==> src/rtl/squares_vga_pkg.sv <==
// Shared timing constants and types for the row-buffer VGA scan-out path.
//
// Contents:
//   H_/V_ timing localparams (640x480@60), H_TOTAL, V_TOTAL, ROW_WIDTH
//   pixel_t      24-bit {R,G,B} pixel, 0 = transparent/black
//   row_addr_t   9-bit row-buffer address
//   count_t      10-bit h/v counter
//   scan_state_e per-axis scan phase (active, front porch, sync, back porch)
//   scan_state() maps a counter value onto its scan phase
package squares_vga_pkg;

  localparam int unsigned H_ACTIVE  = 640;
  localparam int unsigned H_FP      = 16;
  localparam int unsigned H_SYNC    = 96;
  localparam int unsigned H_BP      = 48;
  localparam int unsigned H_TOTAL   = H_ACTIVE + H_FP + H_SYNC + H_BP;

  localparam int unsigned V_ACTIVE  = 480;
  localparam int unsigned V_FP      = 10;
  localparam int unsigned V_SYNC    = 2;
  localparam int unsigned V_BP      = 33;
  localparam int unsigned V_TOTAL   = V_ACTIVE + V_FP + V_SYNC + V_BP;

  localparam int unsigned ROW_WIDTH = 480;

  typedef logic [23:0] pixel_t;
  typedef logic [8:0]  row_addr_t;
  typedef logic [9:0]  count_t;

  typedef enum logic [1:0] {
    StActive,
    StFp,
    StSync,
    StBp
  } scan_state_e;

  // Boundaries are exclusive end points of each phase along one axis.
  function automatic scan_state_e scan_state(input count_t cnt,
                                             input count_t active_end,
                                             input count_t fp_end,
                                             input count_t sync_end);
    scan_state_e st;
    if (cnt < active_end) begin
      st = StActive;
    end else if (cnt < fp_end) begin
      st = StFp;
    end else if (cnt < sync_end) begin
      st = StSync;
    end else begin
      st = StBp;
    end
    return st;
  endfunction

endpackage

==> src/rtl/vga_timing.sv <==
// VGA raster timing: horizontal/vertical counters with per-axis scan-phase FSMs.
//
// Ports:
//   clk_i          pixel clock
//   reset_i        synchronous, active-high; h=0, v=last line
//   h_next_o       next-cycle horizontal count (lets callers register stage-0 values)
//   v_next_o       next-cycle vertical count
//   hs_o, vs_o     sync, active low, aligned with the current counts
//   active_o       current pixel lies in the visible field
//   frame_start_o  1-clk strobe while the counts sit at h=0, v=0
module vga_timing import squares_vga_pkg::*; #(
  parameter int unsigned HActive = H_ACTIVE,
  parameter int unsigned HFp     = H_FP,
  parameter int unsigned HSync   = H_SYNC,
  parameter int unsigned HBp     = H_BP,
  parameter int unsigned VActive = V_ACTIVE,
  parameter int unsigned VFp     = V_FP,
  parameter int unsigned VSync   = V_SYNC,
  parameter int unsigned VBp     = V_BP
) (
  input  logic   clk_i,
  input  logic   reset_i,
  output count_t h_next_o,
  output count_t v_next_o,
  output logic   hs_o,
  output logic   vs_o,
  output logic   active_o,
  output logic   frame_start_o
);

  localparam count_t HActEnd  = count_t'(HActive);
  localparam count_t HFpEnd   = count_t'(HActive + HFp);
  localparam count_t HSyncEnd = count_t'(HActive + HFp + HSync);
  localparam count_t HLast    = count_t'(HActive + HFp + HSync + HBp - 1);

  localparam count_t VActEnd  = count_t'(VActive);
  localparam count_t VFpEnd   = count_t'(VActive + VFp);
  localparam count_t VSyncEnd = count_t'(VActive + VFp + VSync);
  localparam count_t VLast    = count_t'(VActive + VFp + VSync + VBp - 1);

  count_t      h_q, h_d;
  count_t      v_q, v_d;
  scan_state_e h_state_q, h_state_d;
  scan_state_e v_state_q, v_state_d;
  logic        frame_start_q;

  always_comb begin
    h_d = (h_q == HLast) ? '0 : h_q + 10'd1;
    v_d = v_q;
    if (h_q == HLast) begin
      v_d = (v_q == VLast) ? '0 : v_q + 10'd1;
    end
    h_state_d = scan_state(h_d, HActEnd, HFpEnd, HSyncEnd);
    v_state_d = scan_state(v_d, VActEnd, VFpEnd, VSyncEnd);
  end

  // States are kept in step with the counters so the decoded outputs below
  // come straight from flops.
  always_ff @(posedge clk_i) begin
    if (reset_i) begin
      h_q           <= '0;
      v_q           <= VLast;
      h_state_q     <= scan_state('0, HActEnd, HFpEnd, HSyncEnd);
      v_state_q     <= scan_state(VLast, VActEnd, VFpEnd, VSyncEnd);
      frame_start_q <= 1'b0;
    end else begin
      h_q           <= h_d;
      v_q           <= v_d;
      h_state_q     <= h_state_d;
      v_state_q     <= v_state_d;
      frame_start_q <= (h_d == '0) && (v_d == '0);
    end
  end

  assign h_next_o      = h_d;
  assign v_next_o      = v_d;
  assign hs_o          = (h_state_q != StSync);
  assign vs_o          = (v_state_q != StSync);
  assign active_o      = (h_state_q == StActive) && (v_state_q == StActive);
  assign frame_start_o = frame_start_q;

endmodule

==> src/rtl/row_scanner.sv <==
// Scan-out end of the double-buffered row RAM. Reads one row per visible line
// from the front half, drives VGA colour/sync, and pulses swap once per line so
// the drawer refills the back half with the following row.
//
// Pipeline: stage0 = counters + read address, stage1 = RAM data,
// stage2 = registered colour/sync outputs (sync, blank, frame_start delayed 2 clk).
//
// Build option ROW_CLEAR_EN: when defined, each read location is zeroed one clk
// after it is read (wren_clear/address_clear). Otherwise both stay at 0.
//
// Ports:
//   clk, reset           pixel clock, synchronous active-high reset
//   address_read_row     front-buffer read address (held outside the row window)
//   data_read_row        RAM read data {R,G,B}, valid 1 clk after the address
//   buf_sel              front-buffer index; drawer writes go to ~buf_sel
//   swap                 1-clk pulse when the buffers exchange
//   address_clear        front-buffer clear address
//   wren_clear           front-buffer clear write enable (data 0)
//   vga_r/vga_g/vga_b    colour, 0 outside the displayed row
//   vga_hs, vga_vs       sync, active low
//   vga_blank_n          1 during active video
//   frame_start          1-clk pulse with the first active pixel of line 0
module row_scanner import squares_vga_pkg::*; #(
  parameter int unsigned HActive  = H_ACTIVE,
  parameter int unsigned HFp      = H_FP,
  parameter int unsigned HSync    = H_SYNC,
  parameter int unsigned HBp      = H_BP,
  parameter int unsigned VActive  = V_ACTIVE,
  parameter int unsigned VFp      = V_FP,
  parameter int unsigned VSync    = V_SYNC,
  parameter int unsigned VBp      = V_BP,
  parameter int unsigned RowWidth = ROW_WIDTH
) (
  input  logic        clk,
  input  logic        reset,
  output logic [8:0]  address_read_row,
  input  logic [23:0] data_read_row,
  output logic        buf_sel,
  output logic        swap,
  output logic [8:0]  address_clear,
  output logic        wren_clear,
  output logic [7:0]  vga_r,
  output logic [7:0]  vga_g,
  output logic [7:0]  vga_b,
  output logic        vga_hs,
  output logic        vga_vs,
  output logic        vga_blank_n,
  output logic        frame_start
);

  localparam count_t HActEnd     = count_t'(HActive);
  localparam count_t RowEnd      = count_t'(RowWidth);
  localparam count_t VActEnd     = count_t'(VActive);
  localparam count_t VLastActive = count_t'(VActive - 1);
  localparam count_t VLast       = count_t'(VActive + VFp + VSync + VBp - 1);

  count_t h_next, v_next;
  logic   hs_s0, vs_s0, active_s0, frame_start_s0;

  vga_timing #(
    .HActive (HActive),
    .HFp     (HFp),
    .HSync   (HSync),
    .HBp     (HBp),
    .VActive (VActive),
    .VFp     (VFp),
    .VSync   (VSync),
    .VBp     (VBp)
  ) u_vga_timing (
    .clk_i         (clk),
    .reset_i       (reset),
    .h_next_o      (h_next),
    .v_next_o      (v_next),
    .hs_o          (hs_s0),
    .vs_o          (vs_s0),
    .active_o      (active_s0),
    .frame_start_o (frame_start_s0)
  );

  // Stage-0 decisions are made on next-cycle counts so the registered address
  // and swap line up with the counters they belong to.
  logic rd_d, swap_d;

  always_comb begin
    rd_d   = (h_next < RowEnd) && (v_next < VActEnd);
    // Swap on the last visible line's successor is skipped: the row shown at
    // line V_ACTIVE-1 is the last one, and the swap on the final blank line
    // brings row 0 forward for the next frame.
    swap_d = (h_next == HActEnd) && ((v_next < VLastActive) || (v_next == VLast));
  end

  logic      rd_q, rd_s1_q;
  row_addr_t addr_q;
  logic      swap_q, buf_sel_q;
  pixel_t    rgb_q;
  logic      hs_s1_q, hs_s2_q;
  logic      vs_s1_q, vs_s2_q;
  logic      blank_n_s1_q, blank_n_s2_q;
  logic      fs_s1_q, fs_s2_q;

  always_ff @(posedge clk) begin
    if (reset) begin
      rd_q         <= 1'b0;
      rd_s1_q      <= 1'b0;
      addr_q       <= '0;
      swap_q       <= 1'b0;
      buf_sel_q    <= 1'b0;
      rgb_q        <= '0;
      hs_s1_q      <= 1'b1;
      hs_s2_q      <= 1'b1;
      vs_s1_q      <= 1'b1;
      vs_s2_q      <= 1'b1;
      blank_n_s1_q <= 1'b0;
      blank_n_s2_q <= 1'b0;
      fs_s1_q      <= 1'b0;
      fs_s2_q      <= 1'b0;
    end else begin
      // Stage 0
      rd_q <= rd_d;
      if (rd_d) begin
        addr_q <= h_next[8:0];
      end
      swap_q    <= swap_d;
      buf_sel_q <= buf_sel_q ^ swap_d;
      // Stage 1: RAM data for addr_q arrives this cycle
      rd_s1_q      <= rd_q;
      hs_s1_q      <= hs_s0;
      vs_s1_q      <= vs_s0;
      blank_n_s1_q <= active_s0;
      fs_s1_q      <= frame_start_s0;
      // Stage 2
      rgb_q        <= rd_s1_q ? data_read_row : '0;
      hs_s2_q      <= hs_s1_q;
      vs_s2_q      <= vs_s1_q;
      blank_n_s2_q <= blank_n_s1_q;
      fs_s2_q      <= fs_s1_q;
    end
  end

`ifdef ROW_CLEAR_EN
  logic      wren_clear_q;
  row_addr_t addr_clear_q;

  // Zero each location the cycle after it is read, while it is still front.
  always_ff @(posedge clk) begin
    if (reset) begin
      wren_clear_q <= 1'b0;
      addr_clear_q <= '0;
    end else begin
      wren_clear_q <= rd_q;
      addr_clear_q <= addr_q;
    end
  end

  assign wren_clear    = wren_clear_q;
  assign address_clear = addr_clear_q;
`else
  assign wren_clear    = 1'b0;
  assign address_clear = '0;
`endif

  assign address_read_row = addr_q;
  assign swap             = swap_q;
  assign buf_sel          = buf_sel_q;
  assign vga_r            = rgb_q[23:16];
  assign vga_g            = rgb_q[15:8];
  assign vga_b            = rgb_q[7:0];
  assign vga_hs           = hs_s2_q;
  assign vga_vs           = vs_s2_q;
  assign vga_blank_n      = blank_n_s2_q;
  assign frame_start      = fs_s2_q;

endmodule

==> config.mk <==
export PLATFORM = sky130hd
export DESIGN_NAME = row_scanner
export DESIGN_NICKNAME = d
export VERILOG_FILES = /design/src/rtl/squares_vga_pkg.sv /design/src/rtl/vga_timing.sv /design/src/rtl/row_scanner.sv
export SDC_FILE = /design/constraint.sdc
export NUM_CORES = 1
export LEC_CHECK = 0
export ABC_AREA = 1
export CORE_MARGIN = 2
export CORE_UTILIZATION = 45
export DETAILED_ROUTE_END_ITERATION = 12
export PLACE_DENSITY = 0.71
export SYNTH_ARGS = -nofsm -noshare
export SYNTH_HDL_FRONTEND = slang
export SYNTH_SLANG_ARGS = --single-unit
export TNS_END_PERCENT = 5
==> constraint.sdc <==
create_clock -name clk -period 5.1 [get_ports clk]
set_input_delay 0.765 -clock clk [delete_from_list [all_inputs] [get_ports clk]]
set_output_delay 0.765 -clock clk [all_outputs]
set_load 0.02 [all_outputs]
Word-level counts from Yosys, hierarchy flattened
Index checks and enable logic that the tools add are counted.
{ "word_totals": {"ff_bits": 70, "latchBits": 0, "ram_bits": 0, "mem_bits_ro": 0, "in_bits": 26, "output_inout_bits": 49, "elab_cells": 58, "memories": 0} }
{ "classes": {"n_addsub": 2, "mul": 0, "div_mod_pow": 0, "n_lt_le_gt_ge": 8, "eq_ne": 6, "shifts": 0, "muxes": 8, "bitwise": 2, "reduce_logical": 12} }
{ "op_table": {"columns": ["operator", "n"], "rows": [
  ["$lt A10 B9 Y1 const B", 5],
  ["$eq A10 B10 Y1 const B", 4],
  ["$lt A10 B10 Y1 const B", 3],
  ["$mux W10", 3],
  ["$add A10 B1 Y10 const B", 2],
  ["$logic_not A10 Y1", 2],
  ["$logic_and A1 B1 Y1", 4],
  ["$logic_not A2 Y1", 2],
  ["$mux W2", 2],
  ["$ne A2 B2 Y1 const B", 2],
  ["$reduce_or A2 Y1", 2],
  ["$mux W1", 3],
  ["$reduce_or A3 Y1", 1],
  ["$logic_or A1 B1 Y1", 1],
  ["$not A1 Y1", 1],
  ["$xor A1 B1 Y1", 1]
]} }

Longest topological paths before layout
{ "depth": {"depth_word": 7, "depth_mapped": 17, "ltp_nobuf": 16} }

By module
A second synthesis with hierarchy kept.
{ "hier_totals": {"cells_unflattened": 451, "area_unflattened_um2": 3233.1} }
{ "modules_own_cells": {"columns": ["module", "instances", "cells_per_inst", "area_per_inst_um2", "seq_area_each_um2"], "rows": [
  ["row_scanner", 1, 196, 1640.3, 900.9],
  ["vga_timing", 1, 255, 1592.8, 500.5]
]} }

Least setup slack after synthesis
Ideal clock, no wire load.
{ "synth_path": {"path_type": "register -> register", "startpoint": "register u_vga_timing.h_q[0]", "endpoint": "register addr_q[1], in the netlist address_read_row[1]", "setup_time_ns": 0.132, "arrival_ns": 1.865, "required_time_ns": 4.968, "path_slack_ns": 3.103, "stages_incl_launch_ff": 14, "n_path_buf": 1, "synth_period_minus_slack_ns": 1.997, "cell_sequence": "dfxtp_1 ha_1 nand2_2 nor2_8 inv_4 nor2_4 buf_6 nor2_1 nand2_1 nor3_2 a21oi_4 nand2_2 nand2_1 a21oi_1"} }
{ "synth_via": {"elab_chain_cells": 4, "elab_cells_between_ends": 7, "classes_between": "add/sub: 1; order compare: 2; eq/ne: 1; mux: 2; reduce/logical: 1"} }
{ "synth_rtl": {"columns": ["element", "line_no", "rtl"], "rows": [
  ["start: declaration", "vga_timing.sv:41", "count_t h_q, h_d;"],
  ["start signal: assignment", "vga_timing.sv:61", "h_q <= '0;"],
  ["start signal: assignment", "vga_timing.sv:67", "h_q <= h_d;"],
  ["$add A10 B1 Y10 / $eq A10 B10 Y1 (equally long branches)", "vga_timing.sv:48, vga_timing.sv:50", null],
  ["$mux W10, on equally long branches", "vga_timing.sv:48, vga_timing.sv:50", null],
  ["$lt A10 B9 Y1", "row_scanner.sv:85", "rd_d = (h_next < RowEnd) && (v_next < VActEnd);"],
  ["$logic_and A1 B1 Y1", "row_scanner.sv:85", null],
  ["end signal: assignment", "row_scanner.sv:121", "addr_q <= h_next[8:0];"],
  ["end: declaration", "row_scanner.sv:93", "row_addr_t addr_q;"]
]} }
Several ways; a longest one is shown, not always the timed one.
A chain may end at the register's enable or synchronous reset.

Worst setup path in the final report
{ "layout_path": {"startpoint": "register u_vga_timing.h_q[0]", "endpoint": "register addr_q[3], in the netlist address_read_row[3]"} }
Same word-level chain as after synthesis.

==> results by group <==
Final layout
  • Most common cell after layout, fill and taps aside: nand2_1
  • NumNets Final: 498
  • Layout cells sized above 1: 0.08668
  • Final non-filler cell total: 550
  • Most frequent cells in the layout: nand2_1 (79), dfxtp_1 (70), nor2_1 (68)
  • Area Overhead vs Synth: 28.54%
  • N_diodes: 0
  • Fin area: about 0.0039 sq mm

Floorplan
  • # IOs: 75
  • Core area: approximately 0.0064 sq mm
  • Initial Util: 0.4702
  • Die width: 85.69 um
  • Die area: about 0.0073 sq mm
  • FP Rows: 29
  • Die height: 85.69 um

STA
  • Minimum clock period: between 2000 and 3000 ps
  • Worst Clk Skew: around 7 ps
  • Final setup fails: 0
  • Fin. Hold Viols: 0
  • Worst hold slack: 396.6 ps
  • FMAX: 391.0 MHz
  • Worst-Margin Slew: between 700 and 800 ps
  • Slew margin rel.: 0.4714
  • Fin. max-slew vios: 0
  • Period Utilization, post-route: 0.5014
  • RSZ-0062 raised after global routing: false
  • Setup TNS: 0 ps

CTS
  • Hold buffer count at cts: 0
  • Clk_lat worst skew: about 340 ps
  • # resized after CTS: 0
  • Clk buf depth: 2
  • CTS Buf Count: 9
  • CTS clk-pin slew, worst paths: 70 ps
  • H-tree levels: 3
  • TritonCTS clock tree: built
  • Root Driver: clkbuf_8
  • Post-CTS setup buffers: 0
  • CTS sink count: 70

Pwr
  • Pwr dens: 279.3 mW/mm^2
  • P_int: around 0.84 mW
  • Comb pwr share: 0.041
  • Switch share: 0.2186
  • Lkg Pwr: ~1.7 nW
  • Pwr Total: roughly 1.1 mW
  • Sw power: around 0.24 mW
  • Flop pwr share: 0.510
  • Clock power frac: 0.448
  • Peak VDD IR: 0.2041 mV

Place
  • Placed Cells: between 500 and 600
  • RD Place Congestion: 0.9329
  • DP HPWL: ~4700 um
  • Placed Instance Area: ~0.0036 sq mm
  • I/O Buffers: 64

Detailed routing
  • DRT antenna net count: 0
  • Vias per cell: 4.696
  • Avg WL per Cell: 11.51 um
  • Pre-antenna DRT Iters: 4
  • Drt initial violations: 110
  • DRC: 0
  • Final WL: approximately 6300 um
  • Via Count: 2,583

Synthesis
  • Post-Syn Area: between 0.003 and 0.004 sq mm
  • Synth unique cells: 33
  • #FFs+latches synth: 70
  • Seq/Total Area, Yosys: 0.4667
  • Syn Inst Count: ~400
  • Ys Warns: 0
  • Synth Area per Inst: about 7.5 sq um

Critical path
  • CP Cell Sequence: ha_1, nand2_2, nor2_8, nand3_2, nor2_1, nand2_1, nand3_1, inv_1, a21oi_4, nand2_2, nand2_1, a21oi_1
  • CP Capture Type: flop
  • Delay-heaviest family, CP: simple AND/OR/NAND/NOR gates
  • Arrival @ worst endpoint: 2770 ps
  • CP bufs+invs: 1
  • CP max-delay cell: dfxtp_1
  • CP Max Fanout: 12
  • Critical path's largest stage delay: approximately 440 ps
  • Critical Path RT: ~5300 ps
  • Crit path launch type: flop
  • Crit path kind: reg -> reg

Global route
  • Largest net degree at the start of global routing: 38
  • Number of global-route vias before repair: 2,359
  • Total global-route track usage: 0.1795
  • Initial antenna violation count: 0
  • First-pass GRT wire length: between 10,000 and 15,000 um
  • GR Overflow Total: 0

Run status
  • Outcome: completed

Run
  • Max-Cap Viols: 0

Worst hold path
  • Worst Hold Class: reg -> reg
## path summary, 6_finish.rpt
path,cells past startpoint,from,slack (ps),endpoint
worst max-delay path,12,u_vga_timing.h_q[0]$_SDFF_PP0_,2540,address_read_row[3]$_SDFFE_PP0P_
worst min-delay path,1,u_vga_timing.h_state_q[1]$_SDFF_PP0_,400,hs_s1_q$_SDFF_PP1_
worst max register to register,12,u_vga_timing.h_q[0]$_SDFF_PP0_,2540,address_read_row[3]$_SDFFE_PP0P_
worst min register to register,1,u_vga_timing.h_state_q[1]$_SDFF_PP0_,400,hs_s1_q$_SDFF_PP1_
## Yosys cell counts
cell	n	area, sq um
xnor2_1	1	8.760
nand3_1	31	155.2
nor3_1	9	45.04
nor4b_1	1	8.760
o21bai_4	1	18.77
or2_2	2	12.51
xor2_1	2	17.52
inv_2	1	3.750
a21oi_4	2	32.53
a21oi_1	16	80.08
buf_1	1	3.750
inv_1	64	240.2
nand2_2	5	31.28
nand4_1	7	43.79
nor2_1	68	255.2
nand3_2	3	30.03
nor2_8	1	20.02
buf_4	10	75.07
nor4_1	2	12.51
o21ai_2	2	17.52
buf_6	3	33.78
o21ai_1	1	5.000
dfxtp_1	70	1401
nand2_1	79	296.5
inv_4	1	6.260
nor3_2	1	10.01
nor2_2	3	18.77
clkbuf_1	5	18.77
o21bai_1	2	15.01
o21ai_0	2	10.01
ha_1	3	37.54
conb_1	1	3.750
nor2_4	3	33.78
## power by group through the flow
stage | combinational, mW | clock, mW | sequential (mW)
finish | 0.0446 | 0.483 | 0.550
global route | 0.0491 | 0.522 | 0.551
CTS | 0.0447 | 0.494 | 0.550
detailed placement | 0.0446 | 0 | 0.563
global placement | 0.0447 | 0 | 0.563
floorplan | 0.0278 | 0 | 0.563
## per-stage QoR
| step | setup slack [ps] | util |
|---|---|---|
| 6_report | 2543 | 0.6044 |
| 4_1_cts | 2569 | 0.6044 |
| 3_3_place_gp | 2429 | 0.5715 |
| 2_1_floorplan | 3103 | - |
| 5_1_grt | 2297 | 0.6044 |
| 3_5_place_dp | 2380 | 0.5715 |
## cells by family after synthesis
family | synth area share
DFF | 0.4667
buffers and inverters | 0.1271
adders and majority gates | 0.01250
AOI/OAI and AO/OA | 0.05958
xor gates and xnor gates | 0.008752
and+or+nand+nor | 0.3242
other | 0.001249
## layout make-up
cell class	count	area, sq um
fill	577	2526
sequential	70	1401
multi-input combinational	257	1254
timing repair buffer	65	648.1
inverter	66	250.2
clock buffer	9	123.9
tap	77	96.34
clock inverter	6	86.33
## flip-flops by register name, indices dropped and copies added (netlist names), 2 cells and up
name / cells
address_read_row: 9
rgb_q: 24
u_vga_timing.h_q: 10
u_vga_timing.h_state_q: 2
u_vga_timing.v_q: 10
u_vga_timing.v_state_q: 2
## worst reg2reg max path, delay by kind of cell (launching register included)
family | cells | cell delay [ps]
AND/OR/NAND/NOR | 8 | 1310
AO/OA/AOI/OAI | 2 | 350
buffers and inverters | 1 | 100
adder cells (fa/ha/maj) | 1 | 220
flip-flops | 1 | 440
## routing by layer
metal / vias up / GRT usage / wire length (um)
li1: 1347 / - / -
met1: 1160 / 0.2334 / 2916
met2: 66 / 0.2820 / 3018
met3: 10 / 0.04812 / 309
met4: 0 / 0.07648 / 89
met5: - / 0 / 0
Power figures use the tool's default switching activity.
